File: config.mk
export PLATFORM = sky130hd
export DESIGN_NAME = vga_sync_gen_flat
export DESIGN_NICKNAME = d
export VERILOG_FILES = /design/src/rtl/vga_sync_gen_if.sv /design/src/rtl/vga_sync_gen.sv /design/src/flat_wrapper.sv
export SDC_FILE = /design/constraint.sdc
export NUM_CORES = 1
export LEC_CHECK = 0
export ABC_AREA = 1
export BUFFER_PORTS_ARGS = -buffer_cell sky130_fd_sc_hd__buf_4
export CAP_MARGIN = 10
export CORE_MARGIN = 2
export CORE_UTILIZATION = 37
export DETAILED_ROUTE_END_ITERATION = 12
export HOLD_SLACK_MARGIN = 0.12
export PLACE_DENSITY = 0.65
export SETUP_SLACK_MARGIN = 0.2
export SLEW_MARGIN = 30
export SYNTH_ARGS = -nofsm -noshare
export SYNTH_HDL_FRONTEND = slang
export SYNTH_SLANG_ARGS = --single-unit
File: constraint.sdc
create_clock -name clk -period 3.3 [get_ports clk]
set_clock_uncertainty 0.1 [all_clocks]
set_input_delay 0.66 -clock clk [delete_from_list [all_inputs] [get_ports clk]]
set_output_delay 0.66 -clock clk [all_outputs]
set_load 0.02 [all_outputs]
File: src/rtl/vga_sync_gen_if.sv
// Raster timing bundle from vga_sync_gen to the pixel generator and connector.
interface vga_sync_gen_if;
    logic [9:0] pixel_x;
    logic [9:0] pixel_y;
    logic       video_on;
    logic       hsync;
    logic       vsync;
    logic       p_tick;
    logic       frame_start;

    modport master (
        output pixel_x, pixel_y, video_on, hsync, vsync, p_tick, frame_start
    );

    modport slave (
        input pixel_x, pixel_y, video_on, hsync, vsync, p_tick, frame_start
    );
endinterface

File: src/rtl/vga_sync_gen.sv
// VGA raster timing master: pixel-rate tick, x/y counters, registered video_on/hsync/vsync/frame_start.
// Optional VGA_SYNC_ALIGN_EN delays hsync/vsync by one clk to line up with a registered rgb_out.
module vga_sync_gen #(
    parameter int CLK_DIV   = 2,
    parameter int H_DISPLAY = 640,
    parameter int H_FRONT   = 16,
    parameter int H_SYNC    = 96,
    parameter int H_BACK    = 48,
    parameter int V_DISPLAY = 480,
    parameter int V_FRONT   = 10,
    parameter int V_SYNC    = 2,
    parameter int V_BACK    = 33,
    parameter int SYNC_POL  = 0
) (
    input  logic           clk,
    input  logic           rst_n,
    vga_sync_gen_if.master vga
);
    localparam int H_TOTAL = H_DISPLAY + H_FRONT + H_SYNC + H_BACK;
    localparam int V_TOTAL = V_DISPLAY + V_FRONT + V_SYNC + V_BACK;

    localparam logic [9:0] H_LAST     = 10'(H_TOTAL - 1);
    localparam logic [9:0] V_LAST     = 10'(V_TOTAL - 1);
    localparam logic [9:0] H_VIS      = 10'(H_DISPLAY);
    localparam logic [9:0] V_VIS      = 10'(V_DISPLAY);
    localparam logic [9:0] HS_START   = 10'(H_DISPLAY + H_FRONT);
    localparam logic [9:0] HS_END     = 10'(H_DISPLAY + H_FRONT + H_SYNC);
    localparam logic [9:0] VS_START   = 10'(V_DISPLAY + V_FRONT);
    localparam logic [9:0] VS_END     = 10'(V_DISPLAY + V_FRONT + V_SYNC);
    localparam logic [3:0] DIV_LAST   = 4'(CLK_DIV - 1);
    localparam logic       SYNC_ACT   = (SYNC_POL != 0);

    logic [3:0] div;
    logic       p_tick;
    logic [9:0] pixel_x, pixel_y;
    logic [9:0] x_nxt, y_nxt;
    logic       frame_wrap;
    logic       video_on, hsync_raw, vsync_raw, frame_start;

    assign p_tick = (div == DIV_LAST);

    always_ff @(posedge clk or negedge rst_n) begin
        if (!rst_n) begin
            div <= '0;
        end else if (p_tick) begin
            div <= '0;
        end else begin
            div <= div + 4'd1;
        end
    end

    always_comb begin
        x_nxt      = pixel_x;
        y_nxt      = pixel_y;
        frame_wrap = 1'b0;
        if (p_tick) begin
            if (pixel_x == H_LAST) begin
                x_nxt = '0;
                if (pixel_y == V_LAST) begin
                    y_nxt      = '0;
                    frame_wrap = 1'b1;
                end else begin
                    y_nxt = pixel_y + 10'd1;
                end
            end else begin
                x_nxt = pixel_x + 10'd1;
            end
        end
    end

    // Decodes are taken from the next-state counters so they register in lockstep with pixel_x/pixel_y.
    always_ff @(posedge clk or negedge rst_n) begin
        if (!rst_n) begin
            pixel_x     <= '0;
            pixel_y     <= '0;
            video_on    <= 1'b0;
            hsync_raw   <= ~SYNC_ACT;
            vsync_raw   <= ~SYNC_ACT;
            frame_start <= 1'b0;
        end else begin
            pixel_x     <= x_nxt;
            pixel_y     <= y_nxt;
            video_on    <= (x_nxt < H_VIS) && (y_nxt < V_VIS);
            hsync_raw   <= ((x_nxt >= HS_START) && (x_nxt < HS_END)) ? SYNC_ACT : ~SYNC_ACT;
            vsync_raw   <= ((y_nxt >= VS_START) && (y_nxt < VS_END)) ? SYNC_ACT : ~SYNC_ACT;
            frame_start <= frame_wrap;
        end
    end

`ifdef VGA_SYNC_ALIGN_EN
    logic hsync_dly, vsync_dly;

    always_ff @(posedge clk or negedge rst_n) begin
        if (!rst_n) begin
            hsync_dly <= ~SYNC_ACT;
            vsync_dly <= ~SYNC_ACT;
        end else begin
            hsync_dly <= hsync_raw;
            vsync_dly <= vsync_raw;
        end
    end

    assign vga.hsync = hsync_dly;
    assign vga.vsync = vsync_dly;
`else
    assign vga.hsync = hsync_raw;
    assign vga.vsync = vsync_raw;
`endif

    assign vga.pixel_x     = pixel_x;
    assign vga.pixel_y     = pixel_y;
    assign vga.video_on    = video_on;
    assign vga.p_tick      = p_tick;
    assign vga.frame_start = frame_start;
endmodule

File: src/flat_wrapper.sv
// flat-port wrapper written by rule: the top's interface ports become plain ports
module vga_sync_gen_flat 
#(
    parameter int CLK_DIV   = 2,
    parameter int H_DISPLAY = 640,
    parameter int H_FRONT   = 16,
    parameter int H_SYNC    = 96,
    parameter int H_BACK    = 48,
    parameter int V_DISPLAY = 480,
    parameter int V_FRONT   = 10,
    parameter int V_SYNC    = 2,
    parameter int V_BACK    = 33,
    parameter int SYNC_POL  = 0
)
  (clk, rst_n, vga_pixel_x, vga_pixel_y, vga_video_on, vga_hsync, vga_vsync, vga_p_tick, vga_frame_start);
  vga_sync_gen_if vga_i ();
  input  logic clk;
  input  logic rst_n;
  output wire logic [$bits(vga_i.pixel_x)-1:0] vga_pixel_x;
  output wire logic [$bits(vga_i.pixel_y)-1:0] vga_pixel_y;
  output wire logic [$bits(vga_i.video_on)-1:0] vga_video_on;
  output wire logic [$bits(vga_i.hsync)-1:0] vga_hsync;
  output wire logic [$bits(vga_i.vsync)-1:0] vga_vsync;
  output wire logic [$bits(vga_i.p_tick)-1:0] vga_p_tick;
  output wire logic [$bits(vga_i.frame_start)-1:0] vga_frame_start;
  assign vga_pixel_x = vga_i.pixel_x;
  assign vga_pixel_y = vga_i.pixel_y;
  assign vga_video_on = vga_i.video_on;
  assign vga_hsync = vga_i.hsync;
  assign vga_vsync = vga_i.vsync;
  assign vga_p_tick = vga_i.p_tick;
  assign vga_frame_start = vga_i.frame_start;
  vga_sync_gen #(.CLK_DIV(CLK_DIV), .H_DISPLAY(H_DISPLAY), .H_FRONT(H_FRONT), .H_SYNC(H_SYNC), .H_BACK(H_BACK), .V_DISPLAY(V_DISPLAY), .V_FRONT(V_FRONT), .V_SYNC(V_SYNC), .V_BACK(V_BACK), .SYNC_POL(SYNC_POL)) u_core (.clk(clk), .rst_n(rst_n), .vga(vga_i));
endmodule
Yosys cells after proc, flatten, opt, wreduce, memory -nomap -nowiden
Cells that the tools add are included.

word-level totals
  register bits after elaboration = 28
  word-level logic and storage cells = 33
  output and inout bits = 25

cells by class
  add/sub/neg operators = 3
  muxes and demuxes = 11
  magnitude comparators = 6
  equal/unequal tests = 3
  reductions and logical operators = 3

operators with widths
  kind                                                                     count
  10-bit two-way mux                                                       5
  10-bit by 1-bit adder with 10-bit output (second input constant)         2
  10-bit equality test (second input constant)                             2
  10-bit < comparator (second input constant)                              2
  10-bit by 9-bit < comparator with 1-bit output (second input constant)   2
  10-bit >= comparator (second input constant)                             1
  10-bit by 9-bit >= comparator with 1-bit output (second input constant)  1
  1-bit two-way mux                                                        5
  4-bit by 1-bit adder with 4-bit output (second input constant)           1
  4-bit by 1-bit equality test with 1-bit output (second input constant)   1
  4-bit two-way mux                                                        1
  1-bit logical AND                                                        3

Depth between registers and ports, before layout
Gate-level depths: netlist of the first run.

  depth in word-level cells = 7
  gate-level depth with buffers = 12

Least setup slack after synthesis of the first run
Ideal clock, no wire load.

  path kind = register -> register
  from = register u_core.pixel_x[1] (netlist: u_core.vga.pixel_x[1])
  to = register u_core.vsync_raw (netlist: u_core.vga.vsync)
  arrival = 1.602 ns
  clock period less this slack = 1.785 ns
  stages on the path, launching flop included = 13
  buffers on the path = 0
  path slack = 1.515 ns
  cell sequence = dfrtp_1 > ha_1 > inv_1 > nor2_4 > nand3_2 > nor2_4 > nand3_1 > nand2_1 > nand2_1 > inv_1 > nand2_1 > nor2_1 > nand3_1

on the way
  longest elaborated chain between the ends = 6
  elaborated cells between the ends (all ways) = 7

ends and longest elaborated chain
  item                                                                                                                      RTL line            RTL
  from (decl)                                                                                                               vga_sync_gen.sv:35  logic [9:0] pixel_x, pixel_y;
  from (signal assigned)                                                                                                    vga_sync_gen.sv:81  pixel_x <= x_nxt;
  10-bit equality test (*)                                                                                                  vga_sync_gen.sv:57  if (pixel_x == H_LAST) begin
  10-bit two-way mux (*)                                                                                                    vga_sync_gen.sv:57
  10-bit two-way mux (*)                                                                                                    vga_sync_gen.sv:56  if (p_tick) begin
  10-bit by 9-bit >= comparator with 1-bit output / 10-bit by 9-bit < comparator with 1-bit output (equally long branches)  vga_sync_gen.sv:85  vsync_raw <= ((y_nxt >= VS_START) && (y_nxt < VS_END)) ? SYNC_ACT : ~SYNC_ACT;
  1-bit logical AND (*)                                                                                                     vga_sync_gen.sv:85
  1-bit two-way mux (*)                                                                                                     vga_sync_gen.sv:85
  to (signal assigned)                                                                                                      vga_sync_gen.sv:78  vsync_raw <= ~SYNC_ACT;
  to (signal assigned)                                                                                                      vga_sync_gen.sv:85
  to (decl)                                                                                                                 vga_sync_gen.sv:38  logic video_on, hsync_raw, vsync_raw, frame_start;

Every way passes the cells marked *; elsewhere a longest branch is shown, timed or not.

Worst setup path in the final report of the first run
  from = register u_core.div[3]
  to = output vga_p_tick

on the way
  longest elaborated chain between the ends = 1

ends and longest elaborated chain
  item                                            RTL line            RTL
  from (decl)                                     vga_sync_gen.sv:33  logic [3:0] div;
  from (signal assigned)                          vga_sync_gen.sv:48  div <= div + 4'd1;
  4-bit by 1-bit equality test with 1-bit output  vga_sync_gen.sv:40  assign p_tick = (div == DIV_LAST);
  to (decl)                                       flat_wrapper.sv:24  output wire logic [$bits(vga_i.p_tick)-1:0] vga_p_tick;

No other way between the ends.

==> results of run 1 <==
-- how the worst max path moves through the flow --
stage                                from          endpoint  depth (start not counted)
detailed placement          u_core.div[3]        vga_p_tick                          4
finish                      u_core.div[3]        vga_p_tick                          4
global placement            u_core.div[3]        vga_p_tick                          4
CTS                         u_core.div[3]        vga_p_tick                          4
global route                u_core.div[3]        vga_p_tick                          4
floorplan           u_core.vga.pixel_x[1]  u_core.vga.vsync                         12
-- worst register-to-register path, cell delays in order (launching register included) --
cell     delay (ns)
dfrtp_1        0.43
nor2_4         0.17
inv_2          0.05
nor2_2         0.46
buf_4          0.26
nand2_2        0.06
nor2_2         0.16
inv_1          0.07
nand3_2        0.10
nand2_1        0.06
nor2_1         0.09
-- cells by family (layout without fill, tap and decap cells) --
| kind of cell | count (synthesis) | after routing | share of synthesized area (%) |
|---|---|---|---|
| AND/OR/NAND/NOR | 149 | 149 | 42.60 |
| buffers and inverters | 44 | 73 | 9.591 |
| flip-flops | 28 | 28 | 39.63 |
| AO/OA/AOI/OAI | 10 | 10 | 3.667 |
| XOR/XNOR | 4 | 4 | 2.398 |
| adder cells (fa/ha/maj) | 3 | 3 | 2.116 |
-- power groups by stage --
stage | combinational [W] | sequential, W | clock [W]
2_1_floorplan | 0.000000000606 | 0.000350 | 0
3_3_place_gp | 0.00000804 | 0.000350 | 0
3_5_place_dp | 0.00000824 | 0.000350 | 0
4_1_cts | 0.00000818 | 0.000343 | 0.000223
5_1_grt | 0.00000929 | 0.000343 | 0.000237
6_report | 0.00000725 | 0.000343 | 0.000220
-- synthesized netlist by cell type (2+ instances only) --
master,n,area share (%)
nand2_1,66,14
inv_2,7,1.5
a21oi_2,2,0.99
o21ai_0,4,1.1
inv_1,34,7.2
nand3_2,4,2.3
nor3_1,2,0.56
nand3_1,18,5.1
xor2_1,2,0.99
nor2_2,4,1.4
nand2_2,4,1.4
ha_1,3,2.1
dfrtp_1,26,37
nor3_2,2,1.1
nor2_4,5,3.2
nand4_1,15,5.3
nor2_1,25,5.3
dfstp_2,2,3.0
o21bai_1,3,1.3
-- cell type report --
cell class	count	area share, %
clock buffer	4	2.638
inverter	42	7.554
multi-input combinational	166	43.17
timing repair buffer	27	9.712
tap	54	3.237
sequential	28	33.69
-- stage by stage --
stage	utilization [%]	power [W]
finish	44.78	0.0005699
global route	44.78	0.0005890
CTS	44.78	0.0005740
detailed placement	43.60	0.0003579
global placement	43.60	0.0003577
floorplan	-	0.0003497
-- sequential cells by signal, summed over array words and instances (netlist names) --
signal / count
u_core.div: 4
u_core.vga.frame_start: 1
u_core.vga.hsync: 1
u_core.vga.pixel_x: 10
u_core.vga.pixel_y: 10
u_core.vga.video_on: 1
u_core.vga.vsync: 1
-- metal layers --
layer	up-vias	global-route usage, %
met4	0	3.086
met3	4	1.934
met1	695	21.62
met5	-	0
li1	805	-
met2	26	24.92
==> metrics.cfg, run 1 <==
[detailed_routing]
postRouteAntennaNets=0
met1_length_um=1783
firstDrtPassIters=4
via_per_inst=4.766
wl_met2_um=1834
routed_wl_um=3769
drc=0
met3_length_um=122
vias=1530
dr.max_layer_used=met4
drtIter0Drc=122
wl_per_cell_um=11.74

[worst_setup_path]
crit_chain=nor2_4 > inv_2 > nor2_2 > buf_4
slowest_stage=nor2_2
timing.rr.end=u_core.vga.video_on
startpoint_type=flip-flop
path_class=flip-flop to output pin
crit_fanout=14
path_delay_family=simple AND/OR/NAND/NOR gates
reg2reg_from=u_core.div[3]
end_kind=output pin
crit_required_ns=2.54
worstRegToRegCells=10
slowest_delay_ns=0.46
crit_buf_inv=2
cp.arrival_ns=1.64
r2r_slack_ns=1.23

[clock_tree]
clockBufferDepth=2
cts_buffers=3
cts_root_buffer=clkbuf_8
clkTransAtPathRegs_ns=0.10
cts_setup_buffers=0
cts_tree=built
h-tree-depth=1
clkLatencyLatePin_ns=0.28
cts_resized=0
clkSinkCount=28
ctsHoldBuffers=0

[status]
status=completed

[layout]
regArea_um2=703.2
fill_cells=468
diodes=0
fin_cells=321
drive_gt1_share_pct=24.34
final_common_cell=nand2_1
design_area_um2=2087
multi_input_area_um2=900.9
synthToLayoutAreaGrowth_pct=17.63
most-common-layout-cells=nand2_1 (66), inv_1 (34), buf_4 (27), dfrtp_1 (26), nor2_1 (25)
layout.nets=273

[synth]
ys_warn_count=0
synth.cell_area_um2=1774
synth.avg_cell_area_um2=7.455
ys_types=29
ys_dominant_reg_cell=dfrtp_1
async_flop_share_pct=100.0
ys_seq_area_share_pct=39.63
synth_nets=243
syn_inst=238
synth_edf_count=0
yosys_register_bits=28

[placement]
dpl.hpwl_um=2881
dp_slack_ns=1.201
gp_congestion=0.8957
numPortBuffers=26
dp.cells=317
place_area_um2=2032

[timing]
hold_viol_final=0
rsz0062_at_grt=false
fin_setup_tns_ns=0
slew_headroom_pct=60.08
drv_slew=0
finalCritPeriodShare_pct=72.72
holdWs_ns=0.1776
period_minus_slack_ns=2.400
timing.fmax_mhz=416.7
setup_viol=0
layout_setup_ws_ns=0.9003
worst_pin_slew_ns=0.5982

[die]
chipWidth_um=73.25
ios=27
core-area_um2=4661
row_count=25
initial_utilization_pct=38.07
dieArea_um2=5365
fp.dieH_um=73.25

[global_route]
overflow=0
first_global_vias=1377
grt_pass1_wl_um=6410
grt_max_degree=29
antenna_found_initial=0
grt.total_usage_pct=15.25

[power_and_ir_drop]
clkPwrFrac_pct=38.5
vdd_ir_drop_max_mv=0.1283
p_switching_w=0.0001192
p_comb_share_pct=1.3
powerDensity_nw_per_um2=273.1
p_leak_nw=1.131
switching_share_pct=20.91
internal-power_w=0.0004508
p_seq_share_pct=60.2

[flow_run]
drv_cap=0

[hold_path]
hold_path_class=input pin to asynchronous set/reset pin

Note: power is estimated with default switching activity, not from simulation.
==> run 2, diff against run 1 <==
--- a/config.mk
+++ b/config.mk
@@ -5,14 +5,14 @@
 export SDC_FILE = /design/constraint.sdc
 export NUM_CORES = 1
 export LEC_CHECK = 0
-export ABC_AREA = 1
+export ABC_AREA = 0
 export BUFFER_PORTS_ARGS = -buffer_cell sky130_fd_sc_hd__buf_4
 export CAP_MARGIN = 10
 export CORE_MARGIN = 2
 export CORE_UTILIZATION = 37
 export DETAILED_ROUTE_END_ITERATION = 12
 export HOLD_SLACK_MARGIN = 0.12
-export PLACE_DENSITY = 0.65
+export PLACE_DENSITY = 0.67
 export SETUP_SLACK_MARGIN = 0.2
 export SLEW_MARGIN = 30
 export SYNTH_ARGS = -nofsm -noshare
==> constraint.sdc (replaced) <==
create_clock -name clk -period 2.1 [get_ports clk]
set_clock_uncertainty 0.1 [all_clocks]
set_input_delay 0.42 -clock clk [delete_from_list [all_inputs] [get_ports clk]]
set_output_delay 0.42 -clock clk [all_outputs]
set_load 0.02 [all_outputs]
==> metrics.cfg, run 2 <==
[worst_setup_path]
slowest_stage=or4b_4
cp.arrival_ns=2.22
path_class=flip-flop to flip-flop
crit_buf_inv=1
timing.rr.end=u_core.vga.vsync
path_delay_family=simple AND/OR/NAND/NOR gates
crit_required_ns=2.20
end_kind=flip-flop
worstRegToRegCells=6
startpoint_type=flip-flop
slowest_delay_ns=0.56
r2r_slack_ns=-0.02
crit_chain=or4b_4 > clkinv_4 > and4_4 > a32oi_2 > nor4_2 > nand4_1
crit_fanout=5
reg2reg_from=u_core.div[1]

[timing]
finalCritPeriodShare_pct=101.2
slew_headroom_pct=74.53
hold_viol_final=0
rsz0062_at_grt=true
layout_setup_ws_ns=-0.02463
worst_pin_slew_ns=0.3804
setup_viol=2
fin_setup_tns_ns=-0.03911
period_minus_slack_ns=2.125
timing.fmax_mhz=470.7
holdWs_ns=0.4495
drv_slew=0

[die]
initial_utilization_pct=38.95
row_count=24
fp.dieH_um=72.17
core-area_um2=4414
dieArea_um2=5208
ios=27
chipWidth_um=72.17

[layout]
multi_input_area_um2=1033
reg_top3=u_core.vga.pixel_x (10), u_core.vga.pixel_y (10), u_core.div (4)
final_common_cell=buf_4
drive_gt1_share_pct=45.53
synthToLayoutAreaGrowth_pct=42.29
diodes=0
most-common-layout-cells=buf_4 (53), dfrtp_1 (23), nand2_1 (15), xnor2_1 (11), nand4_1 (10)
regArea_um2=706.9
layout.nets=241
fill_cells=376
utilization_pct=55.41

[power_and_ir_drop]
p_switching_w=0.0001912
vdd_ir_drop_max_mv=0.2526
p_leak_nw=1.085
powerDensity_nw_per_um2=355.4
internal-power_w=0.0006781
p_comb_share_pct=1.5
clkPwrFrac_pct=36.5
p_seq_share_pct=62.0
switching_share_pct=21.99

[synth]
synthTopCellsByCount=dfrtp_1 (26), nand2_1 (18), xnor2_1 (13), nand3_1 (12), nand4_1 (10)
async_flop_share_pct=100.0
yosys_register_bits=28
synth.area.top_cells=dfrtp_1 (38%), xnor2_1 (6.6%), nand2_1 (3.9%), nand4_1 (3.6%), nand3_1 (3.5%)
syn_inst=177
ys_warn_count=0
synth_nets=182
ys_dominant_reg_cell=dfrtp_1
synth.cell_area_um2=1719
synth_top_area_share_pct=37.85
yosysMostFrequentCell=dfrtp_1
synth.avg_cell_area_um2=9.713
ys_seq_area_share_pct=40.90
synth_edf_count=0
ys_types=53
yosysTopAreaCell=dfrtp_1

[detailed_routing]
drtIter0Drc=185
drc=0
via_per_inst=5.679
routed_wl_um=4390
firstDrtPassIters=4
postRouteAntennaNets=0
wl_per_cell_um=15.30
vias=1630

[clock_tree]
clkLatencyLatePin_ns=0.29
clkSinkCount=28
clockBufferDepth=2
h-tree-depth=1
cts_tree=built
cts_buffers=3
cts_root_buffer=clkbuf_8
clkTransAtPathRegs_ns=0.10

[placement]
numPortBuffers=26
dpl.hpwl_um=2939
gp_congestion=0.8551

[flow_run]
drv_cap=0

[status]
violations=setup timing
status=finished with violations

[global_route]
first_global_vias=1548
grt_pass1_wl_um=7189
grt_max_degree=29
overflow=0
grt.total_usage_pct=17.27
antenna_found_initial=0

[hold_path]
holdPathEnd=u_core.div[0]
hold_path_class=flip-flop to flip-flop
min_path_cells=2
hp-start=u_core.div[0]

-- run 2: cell count changes after synthesis, moves of 5 or more --
| cell | delta |
|---|---|
| a21oi_1 | +6 |
| nand2_1 | -48 |
| xnor2_1 | +12 |
| and3_1 | +6 |
| nor2_1 | -17 |
| nand4_1 | -5 |
| inv_1 | -28 |
| inv_2 | -7 |
| o21ai_0 | +5 |
| nor2_4 | -5 |
| nand3_1 | -6 |
-- run 2: worst reg2reg max path, delay by kind of cell, from the launching register on --
family	cells	cell delay, ns
compound gates	1	0.11
buf+inv	1	0.09
simple gates	4	1.36
flops	1	0.39
-- run 2: cell families after synthesis --
family | share of synthesized area (%)
AOI/OAI and AO/OA | 12.52
xor gates and xnor gates | 7.642
adders and majority gates | 2.184
buffers and inverters | 6.404
DFF | 40.90
muxes | 1.455
and+or+nand+nor | 28.89
-- run 2: cell type report --
cell class                      instances  area share (%)
Tap cell                               52           2.660
Clock buffer                            4           1.841
Sequential cell                        28           28.90
Timing Repair Buffer                   65           23.07
Inverter                                7           1.279
Multi-Input combinational cell        131           42.25
-- run 2: worst max path at each step --
stage	end	start	slack [ns]	cells after the start
floorplan	u_core.vga.hsync	u_core.vga.pixel_x[0]	-0.07	8
global placement	u_core.vga.video_on	u_core.div[1]	-0.005	7
detailed placement	u_core.vga.video_on	u_core.div[1]	-0.06	7
CTS	u_core.vga.video_on	u_core.div[1]	-0.04	7
global route	u_core.vga.video_on	u_core.div[1]	-0.17	7
finish	u_core.vga.vsync	u_core.div[1]	-0.02	6
-- run 2: what timing repair did --
action | CTS | global route
setup buffers | 8 | 2
cloned | 1 | 0
endpoints found under the setup margin | 14 | 19
hold buffers | 1 | 0
gates resized for setup | 26 | 9
pin swaps | 16 | 11
endpoints found under the hold margin | 26 | 0
-- run 2: power groups by stage --
stage,sequential [W],combinational [W],clock (W)
2_1_floorplan,0.000550,0.000000000375,0
3_3_place_gp,0.000549,0.0000121,0
3_5_place_dp,0.000549,0.0000125,0
4_1_cts,0.000539,0.0000139,0.000318
5_1_grt,0.000539,0.0000154,0.000345
6_report,0.000539,0.0000130,0.000317
-- run 2: layer usage --
| layer | vias up | global-route usage, % | part of all wire [%] |
|---|---|---|---|
| met5 | - | 0 | 0 |
| met4 | 0 | 6.918 | 1.9 |
| met3 | 9 | 2.917 | 4.9 |
| met2 | 50 | 28.13 | 49 |
| met1 | 808 | 22.83 | 44 |
| li1 | 763 | - | - |
-- run 2: per-stage QoR --
step	power, W	setup WS (ns)	std cells	instance area (µm²)
final	0.0008694	-0.02463	287	2446
after detailed placement	0.0005619	-0.06213	271	2148
after floorplan	0.0005495	-0.06678	177	1772
after global placement	0.0005615	-0.004994	271	2148
after CTS	0.0008713	-0.03633	285	2389
after global routing	0.0008997	-0.1653	287	2446
